## src/rtl/router_link_input_port_if.sv

```systemverilog
// rtl/router_link_input_port_if.sv - link-side and crossbar-side signals of the router input port
interface router_link_input_port_if #(
    parameter int DATA_W = 32
);
    logic              in_req;
    logic [DATA_W-1:0] in_data;
    logic              in_ack;
    logic              out_valid;
    logic              out_ready;
    logic [DATA_W-1:0] out_data;
    logic [2:0]        out_port;
    logic [15:0]       flit_cnt;

    modport master (
        output in_req, in_data, out_ready,
        input  in_ack, out_valid, out_data, out_port, flit_cnt
    );

    modport slave (
        input  in_req, in_data, out_ready,
        output in_ack, out_valid, out_data, out_port, flit_cnt
    );
endinterface

```

## src/rtl/router_link_input_port.sv

```systemverilog
// rtl/router_link_input_port.sv - two-phase link terminator with synchroniser, DOR route and flit FIFO
module router_link_input_port #(
    parameter int DATA_W      = 32,
    parameter int COORD_W     = 1,
    parameter int DEPTH       = 4,
    parameter int SYNC_STAGES = 2,
    parameter bit DOR_YX      = 1'b0
) (
    input  logic                    clk,
    input  logic                    rst_n,
    router_link_input_port_if.slave lnk
);
    localparam int PTR_W  = $clog2(DEPTH);
    localparam int CNT_W  = $clog2(DEPTH + 1);
    localparam int ENT_W  = DATA_W + 3;
    localparam int HX_LSB = DATA_W - 2 - COORD_W;
    localparam int HY_LSB = DATA_W - 2 - 2 * COORD_W;

    localparam logic [2:0] P_LOCAL = 3'd0;
    localparam logic [2:0] P_XPOS  = 3'd1;
    localparam logic [2:0] P_XNEG  = 3'd2;
    localparam logic [2:0] P_YPOS  = 3'd3;
    localparam logic [2:0] P_YNEG  = 3'd4;

    // FIFO entries carry the routed port in the top three bits above the flit
    typedef logic [ENT_W-1:0] entry_t;

    logic [SYNC_STAGES-1:0] sync_q, sync_d;
    logic                   req_seen_q, req_seen_d;
    logic                   ack_q, ack_d;
    logic [15:0]            flit_cnt_q, flit_cnt_d;
    logic [PTR_W-1:0]       wr_ptr_q, wr_ptr_d;
    logic [PTR_W-1:0]       rd_ptr_q, rd_ptr_d;
    logic [CNT_W-1:0]       count_q, count_d;
    entry_t                 mem_q [DEPTH];
    entry_t                 mem_d [DEPTH];
    entry_t                 head_q, head_d;
    logic                   valid_q, valid_d;

    logic                   ev, full, push, pop;
    logic                   dir_x, dir_y;
    logic [COORD_W-1:0]     hops_x, hops_y;
    entry_t                 new_entry;

    always_comb begin
        dir_x     = lnk.in_data[DATA_W-1];
        dir_y     = lnk.in_data[DATA_W-2];
        hops_x    = lnk.in_data[HX_LSB +: COORD_W];
        hops_y    = lnk.in_data[HY_LSB +: COORD_W];
        new_entry = {P_LOCAL, lnk.in_data};
        if (DOR_YX) begin
            if (hops_y != '0) begin
                new_entry[ENT_W-1 -: 3]         = dir_y ? P_YPOS : P_YNEG;
                new_entry[HY_LSB +: COORD_W]    = hops_y - 1'b1;
            end else if (hops_x != '0) begin
                new_entry[ENT_W-1 -: 3]         = dir_x ? P_XPOS : P_XNEG;
                new_entry[HX_LSB +: COORD_W]    = hops_x - 1'b1;
            end
        end else begin
            if (hops_x != '0) begin
                new_entry[ENT_W-1 -: 3]         = dir_x ? P_XPOS : P_XNEG;
                new_entry[HX_LSB +: COORD_W]    = hops_x - 1'b1;
            end else if (hops_y != '0) begin
                new_entry[ENT_W-1 -: 3]         = dir_y ? P_YPOS : P_YNEG;
                new_entry[HY_LSB +: COORD_W]    = hops_y - 1'b1;
            end
        end
    end

    always_comb begin
        ev   = sync_q[SYNC_STAGES-1] ^ req_seen_q;
        // full is judged before any same-edge pop, so a waiting event never bypasses
        full = (count_q == CNT_W'(DEPTH));
        push = ev & ~full;
        pop  = valid_q & lnk.out_ready;

        sync_d     = {sync_q[SYNC_STAGES-2:0], lnk.in_req};
        req_seen_d = push ? sync_q[SYNC_STAGES-1] : req_seen_q;
        ack_d      = ack_q ^ push;
        flit_cnt_d = flit_cnt_q + {15'd0, push};
        wr_ptr_d   = wr_ptr_q + PTR_W'(push);
        rd_ptr_d   = rd_ptr_q + PTR_W'(pop);

        count_d = count_q;
        case ({push, pop})
            2'b10:   count_d = count_q + 1'b1;
            2'b01:   count_d = count_q - 1'b1;
            default: count_d = count_q;
        endcase

        mem_d = mem_q;
        if (push) mem_d[wr_ptr_q] = new_entry;

        // head comes from storage when a pop leaves older entries, else straight from the link
        head_d = head_q;
        if (count_d == '0)
            head_d = '0;
        else if (pop && count_q >= CNT_W'(2))
            head_d = mem_q[rd_ptr_d];
        else if (pop || count_q == '0)
            head_d = new_entry;
        valid_d = (count_d != '0);
    end

    always_ff @(posedge clk or negedge rst_n) begin
        if (!rst_n) begin
            sync_q     <= '0;
            req_seen_q <= 1'b0;
            ack_q      <= 1'b0;
            flit_cnt_q <= '0;
            wr_ptr_q   <= '0;
            rd_ptr_q   <= '0;
            count_q    <= '0;
            mem_q      <= '{default: '0};
            head_q     <= '0;
            valid_q    <= 1'b0;
        end else begin
            sync_q     <= sync_d;
            req_seen_q <= req_seen_d;
            ack_q      <= ack_d;
            flit_cnt_q <= flit_cnt_d;
            wr_ptr_q   <= wr_ptr_d;
            rd_ptr_q   <= rd_ptr_d;
            count_q    <= count_d;
            mem_q      <= mem_d;
            head_q     <= head_d;
            valid_q    <= valid_d;
        end
    end

    assign lnk.in_ack    = ack_q;
    assign lnk.out_valid = valid_q;
    assign lnk.out_data  = head_q[DATA_W-1:0];
    assign lnk.out_port  = head_q[ENT_W-1 -: 3];
    assign lnk.flit_cnt  = flit_cnt_q;
endmodule

```

## src/flat_wrapper.sv

```systemverilog
// flat-port wrapper written by rule: the top's interface ports become plain ports
module router_link_input_port_flat 
#(
    parameter int DATA_W      = 32,
    parameter int COORD_W     = 1,
    parameter int DEPTH       = 4,
    parameter int SYNC_STAGES = 2,
    parameter bit DOR_YX      = 1'b0
)
  (clk, rst_n, lnk_in_req, lnk_in_data, lnk_out_ready, lnk_in_ack, lnk_out_valid, lnk_out_data, lnk_out_port, lnk_flit_cnt);
  router_link_input_port_if #(.DATA_W(DATA_W)) lnk_i ();
  input  logic clk;
  input  logic rst_n;
  input wire logic [$bits(lnk_i.in_req)-1:0] lnk_in_req;
  input wire logic [$bits(lnk_i.in_data)-1:0] lnk_in_data;
  input wire logic [$bits(lnk_i.out_ready)-1:0] lnk_out_ready;
  output wire logic [$bits(lnk_i.in_ack)-1:0] lnk_in_ack;
  output wire logic [$bits(lnk_i.out_valid)-1:0] lnk_out_valid;
  output wire logic [$bits(lnk_i.out_data)-1:0] lnk_out_data;
  output wire logic [$bits(lnk_i.out_port)-1:0] lnk_out_port;
  output wire logic [$bits(lnk_i.flit_cnt)-1:0] lnk_flit_cnt;
  assign lnk_i.in_req = lnk_in_req;
  assign lnk_i.in_data = lnk_in_data;
  assign lnk_i.out_ready = lnk_out_ready;
  assign lnk_in_ack = lnk_i.in_ack;
  assign lnk_out_valid = lnk_i.out_valid;
  assign lnk_out_data = lnk_i.out_data;
  assign lnk_out_port = lnk_i.out_port;
  assign lnk_flit_cnt = lnk_i.flit_cnt;
  router_link_input_port #(.DATA_W(DATA_W), .COORD_W(COORD_W), .DEPTH(DEPTH), .SYNC_STAGES(SYNC_STAGES), .DOR_YX(DOR_YX)) u_core (.clk(clk), .rst_n(rst_n), .lnk(lnk_i));
endmodule
```

## config.mk

```make
export PLATFORM = sky130hd
export DESIGN_NAME = router_link_input_port_flat
export DESIGN_NICKNAME = d
export VERILOG_FILES = /design/src/rtl/router_link_input_port_if.sv /design/src/rtl/router_link_input_port.sv /design/src/flat_wrapper.sv
export SDC_FILE = /design/constraint.sdc
export NUM_CORES = 1
export LEC_CHECK = 0
export CAP_MARGIN = 10
export CELL_PAD_IN_SITES_DETAIL_PLACEMENT = 0
export CELL_PAD_IN_SITES_GLOBAL_PLACEMENT = 1
export CORE_UTILIZATION = 30
export CTS_CLUSTER_DIAMETER = 200
export DETAILED_ROUTE_END_ITERATION = 7
export MAX_ROUTING_LAYER = met4
export PLACE_DENSITY = 0.61
export SLEW_MARGIN = 20
export SYNTH_ARGS = -nofsm -noshare
export SYNTH_HDL_FRONTEND = slang
export SYNTH_SLANG_ARGS = --single-unit
```

## constraint.sdc

```tcl
create_clock -name clk -period 3.2 [get_ports clk]
set_input_delay 0.64 -clock clk [delete_from_list [all_inputs] [get_ports clk]]
set_output_delay 0.64 -clock clk [all_outputs]
set_load 0.1 [all_outputs]
```

==> flow_metrics.env, run 1 <==
export IMPL_outcome="complete, no violations"
export IMPL_wire_per_inst_microns=18.6
export IMPL_fin_crit_sh_pct=91.6
export IMPL_fmax_mhz=341
export IMPL_relSlewSlack_pct=50.3
export IMPL_met3WireLength_microns=901
export IMPL_multi_input_area_sq_mm=0.00354
export IMPL_drive_gt1_share_pct=33.6
export IMPL_path_clk_slew_ps=80
export IMPL_drt_wl_total_microns=21100
export IMPL_synthCells=641
export IMPL_antenna_found_initial=2
export IMPL_final_area_sq_mm=0.0107
export IMPL_vias_per_cell=4.92
export IMPL_cts_tree="yes"
export IMPL_clock_sinks=198
export IMPL_die_w_microns=173
export IMPL_track_usage_pct=15.4
export IMPL_start_kind="flip-flop"
export IMPL_drv_slew=0
export IMPL_core_area_sq_mm=0.0286
export IMPL_fin_crit_ps=2930
export IMPL_dp_hpwl_microns=13400
export IMPL_crit_slowest_cell="dfrtp_1"
export IMPL_ys_ff_latch=198
export IMPL_hold_buffers=0
export IMPL_cts_path_max_buffers=2
export IMPL_root_buffer="clkbuf_16"
export IMPL_die_area_sq_mm=0.0298
export IMPL_critPathMaxStageDelay_ps=470
export IMPL_timing_critical_path_mode_cell="inv_1"
export IMPL_wl_met2_microns=10300
export IMPL_drt_iter0_drc=257
export IMPL_place_area_sq_mm=0.0100
export IMPL_min_path_type="primary input to asynchronous set/reset pin"
export IMPL_finalHoldViolations=0
export IMPL_vias=5572
export IMPL_avgSynthCellArea_sq_um=13.6
export IMPL_first_pass_iters=4
export IMPL_finalSetupViolCount=0
export IMPL_wl_met1_microns=9510
export IMPL_seqCellArea_sq_mm=0.00496
export IMPL_worstPathRequired_ps=3480
export IMPL_gr_total_overflow=0
export IMPL_nNetsFinal=775
export IMPL_die_h_microns=173
export IMPL_cts_buffers_inserted=17
export IMPL_max_cap_violations=0
export IMPL_syn_to_final_growth_pct=22.1
export IMPL_synth_fp_nets=683
export IMPL_grt_pass1_vias=6089
export IMPL_post_cts_buffers=0
export IMPL_detail_route_antenna_nets=0
export IMPL_path_max_fanout=35
export IMPL_rsz0062_at_grt="false"
export IMPL_grt_max_degree=88
export IMPL_drc=0
export IMPL_cts_repair_resized=0
export IMPL_io_buffers=87
export IMPL_fillers=2713
export IMPL_clk_latency_ps=440
export IMPL_seq_area_frac_synth_pct=56.8
export IMPL_io_pins=89
export IMPL_dp_cells=1098
export IMPL_crit_type="flip-flop to flip-flop"
export IMPL_setup_worst_path_end_class="flip-flop"
export IMPL_path_cells="nor3b_4 > nor2_1 > inv_1 > ha_1 > inv_1 > fa_1 > xor2_1 > o21a_1 > nor4_4 > buf_12 > a2111oi_0"
export IMPL_final_cells=1132
export IMPL_final_core_util_pct=37.2
export IMPL_yosys_warnings=0
export IMPL_ys_types=41
export IMPL_grt_pass1_wl_microns=34600
export IMPL_gp_congestion=0.774
export IMPL_start_util_pct=30.5
export IMPL_htreeDepth=4
export IMPL_syn_cell_area_sq_mm=0.00872
export IMPL_top_layer="met4"
export IMPL_crit_arrival_ps=3210
export IMPL_whs_ps=233
export IMPL_worst_pin_slew_ps=746
export IMPL_num_rows=62
export IMPL_finalClockSkew_ps=17.2
==> layout make-up <==
class	instances	area share, %
Antenna cell	2	0.0470
Clock buffer	17	3.99
Clock inverter	15	1.71
Inverter	9	0.317
Multi-Input combinational cell	393	33.2
Sequential cell	198	46.5
Tap cell	384	4.51
Timing Repair Buffer	114	9.71
==> layer usage <==
layer	GRT usage, %	vias up
met5	-	-
met4	5.13	0
met3	3.29	19
met2	24.7	120
met1	19.3	2911
li1	-	2522
==> per-stage QoR <==
step                setup slack (ps)  TNS [ps]
finish                           268         0
global route                    12.3         0
CTS                              255         0
detailed placement             -22.5     -36.5
global placement                70.3         0
floorplan                        180         0
==> registers in the layout, indices dropped and copies added (netlist names) <==
name,count
u_core.lnk.in_ack,1
u_core.mem_q,136
u_core.wr_ptr_q,2
u_core.lnk.flit_cnt,16
u_core.req_seen_q,1
u_core.count_q,3
u_core.rd_ptr_q,2
u_core.lnk.out_valid,1
u_core.sync_q,2
u_core.head_q,34
==> synth_stat cells (all sizes together) <==
cell type    n  share of area [%]
a2111oi      2               0.20
a211oi       1              0.086
a21oi       39                2.2
a22oi       30                2.6
and2         2               0.14
and3         2               0.14
and3b        1               0.10
buf         29                2.3
clkbuf      12               0.52
conb         1              0.043
dfrtp      198                 57
fa           1               0.23
ha           5               0.72
inv          9               0.39
mux2       123                 16
mux2i       61                7.0
mux4         4                1.0
nand2       14               0.60
nand2b       1              0.072
nand3        8               0.46
nand4        3               0.22
nand4b       1               0.10
nor2        14               0.60
nor3        10               0.57
nor3b        2               0.30
nor4         2               0.49
nor4b        2               0.20
o211a        1               0.11
o211ai       1              0.086
o21a         2               0.17
o21ai        7               0.40
o22a        30                3.0
o22ai        1              0.072
or2          1              0.072
or3b         1               0.10
xnor2       10                1.0
xor2        10                1.0
==> placed cells by master (no fill, tap or decap), types with 2 or more instances in the layout <==
cell,n
nand4_1,3
nor4_4,2
clkdlybuf4s50_1,34
clkinv_4,2
inv_1,8
dfrtp_1,197
buf_12,7
nor3_1,10
xnor2_1,10
nand3_1,8
inv_8,3
diode_2,2
nand2_1,14
and3_1,2
a2111oi_0,2
nor4b_2,2
o21ai_0,7
mux2i_1,61
ha_1,5
mux2_2,123
nor2_1,13
clkinv_8,6
buf_4,72
clkbuf_16,17
mux4_2,4
and2_1,2
xor2_1,9
a21oi_1,39
inv_6,3
a22oi_1,30
o22a_1,30
==> logic make-up (layout without fill, tap and decap cells) <==
| logic type | Yosys count | count (layout) | synth area share (%) |
|---|---|---|---|
| flip-flops | 198 | 198 | 56.8 |
| adder cells (fa/ha/maj) | 6 | 6 | 0.947 |
| XOR/XNOR | 20 | 20 | 2.01 |
| other | 1 | 3 | 0.0430 |
| AO/OA/AOI/OAI | 114 | 114 | 8.96 |
| buffers and inverters | 50 | 155 | 3.16 |
| AND/OR/NAND/NOR | 64 | 64 | 4.17 |
| multiplexers | 188 | 188 | 23.9 |
==> worst paths after layout <==
path / start / end / slack, ps / cells after the start
max in group asynchronous: rst_n / u_core.mem_q[46] / 2090 / 2
setup / recovery: u_core.count_q[1] / u_core.head_q[32] / 270 / 11
hold reg to reg: u_core.sync_q[0] / u_core.sync_q[1] / 370 / 0
setup reg to reg: u_core.count_q[1] / u_core.head_q[32] / 270 / 11
min in group clk: u_core.sync_q[0] / u_core.sync_q[1] / 370 / 0
hold / removal: rst_n / u_core.lnk.flit_cnt[9] / 230 / 1
==> worst max-delay path: cells and delay by family (launching register included) <==
kind	cells	cell delay, ps
AND/OR/NAND/NOR	3	850
adder cells (fa/ha/maj)	2	550
flip-flops	1	470
buffers and inverters	3	420
AO/OA/AOI/OAI	2	300
XOR/XNOR	1	170
Power of run 1 is left out: the tool's default activity adds up to more than one toggle a clock period on the data nets, which glitch-free logic cannot reach.
==> run 2: changes to the inputs <==
--- a/config.mk
+++ b/config.mk
@@ -6,13 +6,11 @@
 export NUM_CORES = 1
 export LEC_CHECK = 0
 export CAP_MARGIN = 10
-export CELL_PAD_IN_SITES_DETAIL_PLACEMENT = 0
-export CELL_PAD_IN_SITES_GLOBAL_PLACEMENT = 1
 export CORE_UTILIZATION = 30
 export CTS_CLUSTER_DIAMETER = 200
 export DETAILED_ROUTE_END_ITERATION = 7
 export MAX_ROUTING_LAYER = met4
-export PLACE_DENSITY = 0.61
+export PLACE_DENSITY = 0.54
 export SLEW_MARGIN = 20
 export SYNTH_ARGS = -nofsm -noshare
 export SYNTH_HDL_FRONTEND = slang
==> run 2 against run 1 <==
Clock-buffer cell count is 2 higher. Critical path depth stayed put. Sequential share of layout area is 0.42 points higher. Setup slack gained 4.4 ps. First-iteration DRC count fell by 17%.
==> flow_metrics.env, run 2 (same netlist as run 1, synthesis figures left out) <==
export IMPL_finalHoldViolations=0
export IMPL_final_core_util_pct=36.9
export IMPL_dp_hpwl_microns=11900
export IMPL_path_clk_slew_ps=80
export IMPL_grt_max_degree=122
export IMPL_rrSetupSlack_ps=270
export IMPL_worstPathRequired_ps=3460
export IMPL_cp_buffers_inverters=3
export IMPL_setup_tns_ps=0
export IMPL_antenna_found_initial=0
export IMPL_die_w_microns=173
export IMPL_cts_repair_resized=0
export IMPL_clk_latency_ps=430
export IMPL_nNetsFinal=769
export IMPL_fin_crit_sh_pct=91.5
export IMPL_syn_to_final_growth_pct=21.0
export IMPL_crit_slowest_cell="dfrtp_1"
export IMPL_drc=0
export IMPL_grt_pass1_wl_microns=33200
export IMPL_gp_congestion=0.712
export IMPL_rsz0062_at_grt="false"
export IMPL_whs_ps=73.2
export IMPL_drive_gt1_share_pct=33.1
export IMPL_fmax_mhz=342
export IMPL_grt_busiest_layer="met2"
export IMPL_fin_crit_ps=2930
export IMPL_grt_pass1_vias=5706
export IMPL_reg2reg_to="u_core.head_q[32]"
export IMPL_track_usage_pct=14.6
export IMPL_worst_pin_slew_ps=1050
export IMPL_grtUsageMet3_pct=3.09
export IMPL_detail_route_antenna_nets=0
export IMPL_crit_type="flip-flop to flip-flop"
export IMPL_first_pass_iters=4
export IMPL_drt_wl_total_microns=20300
export IMPL_crit_arrival_ps=3190
export IMPL_layout_commonest_cell="dfrtp_1"
export IMPL_post_cts_buffers=0
export IMPL_clock_sinks=198
export IMPL_path_cells="nor3b_4 > nor2_1 > inv_1 > ha_1 > inv_1 > fa_1 > xor2_1 > o21a_1 > nor4_4 > buf_12 > a2111oi_0"
export IMPL_finalSetupViolCount=0
export IMPL_final_setup_worst_slack_ps=272
export IMPL_cts_path_max_buffers=2
export IMPL_start_util_pct=30.5
export IMPL_crit_start="u_core.count_q[1]"
export IMPL_use_met2_pct=22.4
export IMPL_cts_buffers_inserted=17
export IMPL_setup_worst_path_end_class="flip-flop"
export IMPL_start_kind="flip-flop"
export IMPL_die_area_sq_mm=0.0298
export IMPL_io_buffers=87
export IMPL_hold_buffers=0
export IMPL_wire_per_inst_microns=18.1
export IMPL_max_cap_violations=0
export IMPL_path_max_fanout=35
export IMPL_gr_total_overflow=0
export IMPL_critPathCapture="u_core.head_q[32]"
export IMPL_crit_family="simple AND/OR/NAND/NOR gates"
export IMPL_die_h_microns=173
export IMPL_largest_register_ffs=136
export IMPL_vias_per_cell=4.79
export IMPL_worstRegToRegCells=11
export IMPL_cts_tree="yes"
export IMPL_finalClockSkew_ps=17.4
export IMPL_grt_use_met1_pct=19.9
export IMPL_io_pins=89
export IMPL_r2r_start="u_core.count_q[1]"
export IMPL_vias=5385
export IMPL_drv_slew=0
export IMPL_dpl_worst_slack_ps=64.9
export IMPL_root_buffer="clkbuf_16"
export IMPL_diodes=0
export IMPL_worst_path_stages=11
export IMPL_htreeDepth=4
export IMPL_timing_critical_path_mode_cell="inv_1"
export IMPL_drt_iter0_drc=214
export IMPL_most_common_layout_cells="dfrtp_1 (197), mux2_2 (123), buf_4 (68)"
export IMPL_min_path_type="primary input to asynchronous set/reset pin"
export IMPL_num_rows=62
export IMPL_critPathMaxStageDelay_ps=480
export IMPL_core_area_sq_mm=0.0286
export IMPL_top_register="u_core.mem_q"
export IMPL_outcome="complete, no violations"
export IMPL_relSlewSlack_pct=29.5
-- run 2: cell count changes in the layout (fill, tap and decap cells not counted) --
cell	before	now
bufinv_16	0	1
clkinv_8	6	0
inv_8	3	2
buf_4	72	68
clkinvlp_4	1	4
diode_2	2	0
clkinv_4	2	1
clkbuf_8	1	3
inv_6	3	5
buf_12	7	5
-- run 2: per-stage QoR --
stage	instances	cell area, sq um
2_1_floorplan	641	8720
3_3_place_gp	1092	9970
3_5_place_dp	1092	9970
4_1_cts	1124	10600
5_1_grt	1124	10600
6_report	1124	10600
-- run 2: worst min path at each step --
stage          cells past startpoint              from                      to  slack, ps
3_3_place_gp                       0  u_core.sync_q[0]        u_core.sync_q[1]        330
5_1_grt                            1             rst_n  u_core.lnk.flit_cnt[9]         60
4_1_cts                            1             rst_n  u_core.lnk.flit_cnt[9]         60
2_1_floorplan                      0  u_core.sync_q[0]        u_core.sync_q[1]        330
3_5_place_dp                       0  u_core.sync_q[0]        u_core.sync_q[1]        340
6_report                           1             rst_n  u_core.lnk.flit_cnt[9]         70
-- run 2: cell type report --
| type | count | area, sq um |
|---|---|---|
| fillers | 2793 | 18100 |
| flip-flops and latches | 198 | 4960 |
| multi-input cells | 393 | 3540 |
| repair buffers | 108 | 965 |
| well taps | 384 | 480 |
| clock buffers | 19 | 453 |
| clock inverters | 13 | 135 |
| inverters | 9 | 33.8 |
-- run 2: per-layer routing --
metal | vias up | share of wire [%]
li1 | 2507 | -
met5 | - | 0
met1 | 2783 | 49
met2 | 88 | 48
met4 | 0 | 0.53
met3 | 7 | 3.0
Power of run 2 is left out for the same reason.
